## src/rtl/step_sequencer.sv

```systemverilog
// Timed half-step phase sequencer for a 4-phase unipolar stepper: counts clock
// cycles per step, walks an 8-entry coil table and tracks signed position.
module step_sequencer #(
  parameter int unsigned PERIOD_W = 32,
  parameter int unsigned POS_W    = 32
) (
  input  logic                clk,
  input  logic                rst,
  input  logic                en,
  input  logic [PERIOD_W-1:0] cycles,
  input  logic                dir,
  input  logic                full_step,
  output logic [3:0]          coils,
  output logic                step_pulse,
  output logic                running,
  output logic [POS_W-1:0]    position
);

  typedef enum logic {
    IDLE = 1'b0,
    RUN  = 1'b1
  } state_t;

  state_t              state;
  logic [2:0]          phase;
  logic [PERIOD_W-1:0] counter;
  logic [PERIOD_W-1:0] period_q;

  logic [2:0]       step_sz;
  logic [2:0]       phase_nxt;
  logic [POS_W-1:0] pos_nxt;
  logic [3:0]       pattern;

  // Next phase/position for a step in the currently requested direction and mode
  always_comb begin
    step_sz   = full_step ? 3'd2 : 3'd1;
    phase_nxt = dir ? (phase + step_sz) : (phase - step_sz);
    pos_nxt   = dir ? (position + POS_W'(step_sz)) : (position - POS_W'(step_sz));
  end

  // Half-step coil table, bit3 = coil A
  always_comb begin
    pattern = 4'b0000;
    case (phase)
      3'd0: pattern = 4'b1000;
      3'd1: pattern = 4'b1100;
      3'd2: pattern = 4'b0100;
      3'd3: pattern = 4'b0110;
      3'd4: pattern = 4'b0010;
      3'd5: pattern = 4'b0011;
      3'd6: pattern = 4'b0001;
      3'd7: pattern = 4'b1001;
      default: pattern = 4'b0000;
    endcase
  end

  // Coils release in the same cycle en falls, and immediately on reset
  assign coils = (en && !rst) ? pattern : 4'b0000;

  always_ff @(posedge clk or posedge rst) begin
    if (rst) begin
      state      <= IDLE;
      phase      <= 3'd0;
      counter    <= '0;
      period_q   <= '0;
      step_pulse <= 1'b0;
      running    <= 1'b0;
      position   <= '0;
    end else begin
      step_pulse <= 1'b0;
      case (state)
        IDLE: begin
          counter <= '0;
          running <= 1'b0;
          if (en && (cycles != '0)) begin
            period_q <= cycles;
            counter  <= PERIOD_W'(1);
            state    <= RUN;
            running  <= 1'b1;
          end
        end
        RUN: begin
          if (!en) begin
            // Disable wins over a coincident step boundary
            state   <= IDLE;
            running <= 1'b0;
            counter <= '0;
          end else if (counter == period_q) begin
            phase      <= phase_nxt;
            position   <= pos_nxt;
            step_pulse <= 1'b1;
            counter    <= PERIOD_W'(1);
            period_q   <= cycles;
            if (cycles == '0) begin
              state   <= IDLE;
              running <= 1'b0;
              counter <= '0;
            end
          end else begin
            counter <= counter + PERIOD_W'(1);
          end
        end
        default: begin
          state   <= IDLE;
          running <= 1'b0;
          counter <= '0;
        end
      endcase
    end
  end

endmodule
```

## config.mk

```make
export PLATFORM = sky130hd
export DESIGN_NAME = step_sequencer
export DESIGN_NICKNAME = d
export VERILOG_FILES = /design/src/rtl/step_sequencer.sv
export SDC_FILE = /design/constraint.sdc
export NUM_CORES = 1
export LEC_CHECK = 0
export BUFFER_PORTS_ARGS = -buffer_cell sky130_fd_sc_hd__buf_2
export CAP_MARGIN = 30
export CORE_ASPECT_RATIO = 0.6
export CORE_MARGIN = 1.5
export CORE_UTILIZATION = 40
export DETAILED_ROUTE_END_ITERATION = 8
export RECOVER_POWER = 100
export SETUP_SLACK_MARGIN = 0.15
export SLEW_MARGIN = 20
export SYNTH_ARGS = -nofsm -noshare
export SYNTH_HDL_FRONTEND = slang
export SYNTH_SLANG_ARGS = --single-unit
```

## constraint.sdc

```tcl
create_clock -name clk -period 6.6 [get_ports clk]
set_input_delay 1.98 -clock clk [delete_from_list [all_inputs] [get_ports clk]]
set_output_delay 1.98 -clock clk [all_outputs]
set_load 0.1 [all_outputs]
```

==> summary.txt <==
Placement
  • GPL Wtd Cong: 0.872
  • Placed Area: 0.00692 mm2
  • Post-DP HPWL: 12,500 um
  • PortBufs: 74
  • Place WS: 1480 ps

Clocking
  • CTS resizes: 0
  • Setup repair bufs after CTS: 0
  • Post-CTS Hold Buffers: 0
  • Root Driver: clkbuf_16
  • Clock latency on the worst-skew pair: 350 ps
  • CTS H-tree depth: 3
  • Clk pin slew, worst setup/hold paths: 70 ps
  • TritonCTS Buffers: 9
  • Clock tree buffer depth: 2
  • CTS Sinks: 102
  • CTS tree: built

Global route
  • Global route total overflow: 0
  • Initial antenna violation count: 0
  • First-pass GRT wire length: 27,100 um
  • GR Util All Layers: 21.1%
  • Vias in the first global route: 5,135
  • Largest net degree at the start of global routing: 73

Layout
  • FF+latch area: 0.00255 mm2
  • Layout cells sized above 1: 13.0%
  • Design Area, Final: 0.00715 mm2
  • Filler cells: 1,480
  • ANT cells: 0
  • Multi-input gate area in the final layout: 0.00360 mm2
  • Layout Nets: 808
  • Area growth syn-to-layout: 12.8%

Timing
  • Fin Clk Skew: 8.85 ps
  • Setup-failing EPs final: 0
  • Post-layout minimum cycle time: 5560 ps
  • Final hold vios: 0
  • RSZ-0062 raised after global routing: false
  • Peak Freq: 180 MHz
  • Final hold slack: 516 ps
  • Worst slew margin relative to its limit: -73.8%
  • Final cycle utilization of the critical path: 84.2%
  • Final Max Slew Viols: 112
  • Final worst slack: 1040 ps
  • Slew @ Worst Pin: 2610 ps

Logic synthesis
  • Avg Cell Area, Syn: 9.48 um2
  • Post-synthesis register bit count: 102
  • Total number of yosys warnings: 0
  • Post-synthesis adder-cell area fraction: 7.15%
  • Number of flops mapped to enable cells by yosys: 0
  • Post-synthesis mux area share: 5.87%
  • Post-Synth Simple-Gate Area: 18.5%
  • Area leader, netlist: dfrtp_1
  • Post-synth top flop: dfrtp_1
  • Synth Cell Area: 0.00633 mm2
  • Xor/xnor share of the synthesized area: 10.1%
  • Mapped Nets: 740
  • Synth top area cells: dfrtp_1, xnor2_1, ha_1
  • Yosys cell types: 61
  • Largest family of logic cells by synthesized area: simple AND/OR/NAND/NOR gates
  • Synth cell count leaders: dfrtp_1, nand2_1, nor2_1, xnor2_1, a21oi_1
  • Asr flop ratio synth: 100%
  • Share of the synthesized area in the top cell type: 40.3%
  • Seq/Total Area, Yosys: 40.3%
  • Syn Inst Count: 668
  • Most common cell in the netlist: dfrtp_1
  • Synth Area in Compound Gates: 15.3%

Critical path
  • CP Max Fanout: 19
  • CP Cell Sequence: clkbuf_1, inv_1, clkbuf_1, ha_1, nor2b_1, o31ai_1, a211oi_1, o21ai_1, and2_0, o21ai_0, a221o_1
  • CP Class: input pin to register
  • Slowest-stage cell, CP: clkbuf_1
  • Top cell by count, worst path: clkbuf_1
  • WP data arrival: 5790 ps
  • Critical Path RT: 6830 ps
  • Slowest Stage Delay on Critical Path: 860 ps
  • Worst setup EP type: register
  • Startpoint Class: input pin

Die
  • Chip Height: 100 um
  • Die width: 165 um
  • # IOs: 75
  • Initial Util: 41.1%
  • # rows: 35
  • Die ar.: 0.0166 mm2
  • Core Region: 0.0154 mm2

Detailed routing
  • DRT iter0 DRCs: 338
  • Post-route antenna net violation count: 0
  • Via count: 5,275
  • First-pass detailed-route iteration total: 4
  • Final wirelength: 16,600 um
  • Post-route DRC: 0
  • WL/cell: 17.6 um
  • Vias per cell: 5.59

Pwr
  • LEAKAGE: 3.01 nW
  • Tot Pwr: 1.44 mW
  • Peak supply drop: 0.119 mV
  • Power Dens Cells: 202 mW/mm2

Run
  • Max Cap Viol: 3

Run status
  • Status: finished, violations left
  • Violated checks: max-capacitance violations, max-slew violations

Hold path
  • Hold/Removal Path Class: register to register
-- layout by cell type, fill, tap and decap left out, types with 33 or more instances in the layout --
master and n:
a21oi_1 36, buf_2 33, clkbuf_1 45, dfrtp_1 102, ha_1 33, mux2_2 33, nand2_1 70, nor2_1 59
o21ai_0 35, xnor2_1 49
-- area by class of cell --
class	count	share of cell area, %
tap	203	3.55
clock buffer	11	3.40
timing repair buffer	79	4.80
sequential	102	35.7
multi-input combinational	522	50.4
inverter	22	1.17
clock inverter	5	0.911
-- cells by family after synthesis --
| logic type | after synthesis |
|---|---|
| AND/OR/NAND/NOR | 235 |
| AO/OA/AOI/OAI | 146 |
| flip-flops | 102 |
| XOR/XNOR | 73 |
| buffers and inverters | 44 |
| adder cells (fa/ha/maj) | 35 |
| multiplexers | 33 |
-- registers in the layout, summed over array words and instances (netlist names) --
register	count
step_pulse	1
state	1
position	32
counter	32
phase	3
period_q	32
running	1
-- stage by stage --
step / TNS (ps) / utilization (%) / std cells
2_1_floorplan: -279 / - / 668
3_3_place_gp: 0 / 44.9 / 928
3_5_place_dp: 0 / 44.9 / 928
4_1_cts: 0 / 46.9 / 944
5_1_grt: 0 / 46.4 / 944
6_report: 0 / 46.4 / 944
-- final timing paths --
path,slack [ps],cells past startpoint,to,from
min in group asynchronous,2640,3,period_q[6],rst
worst min register to register,520,2,position[12],position[12]
worst min-delay path,520,2,position[12],position[12]
max in group asynchronous,2080,4,counter[24],rst
worst max-delay path,1040,11,position[24],dir
worst max register to register,2210,8,period_q[30],counter[28]
-- power breakdown --
group | switching [mW] | internal, mW
Sequential | 0.0362 | 0.665
Clock | 0.251 | 0.309
Combinational | 0.0967 | 0.0838
Total | 0.384 | 1.06
-- routing by layer --
metal	vias up	part of all wire [%]	global-route usage, %
li1	2548	-	-
met1	2575	53	33.2
met2	138	40	29.4
met3	14	6.3	4.48
met4	0	1.1	4.33
met5	-	0	0
-- worst max-delay path: cells and delay by family --
kind	cells	cell delay, ps
adder cells (fa/ha/maj)	1	420
AND/OR/NAND/NOR	2	500
buffers and inverters	3	1490
AO/OA/AOI/OAI	5	1390
Note: power is estimated with default switching activity, not from simulation.
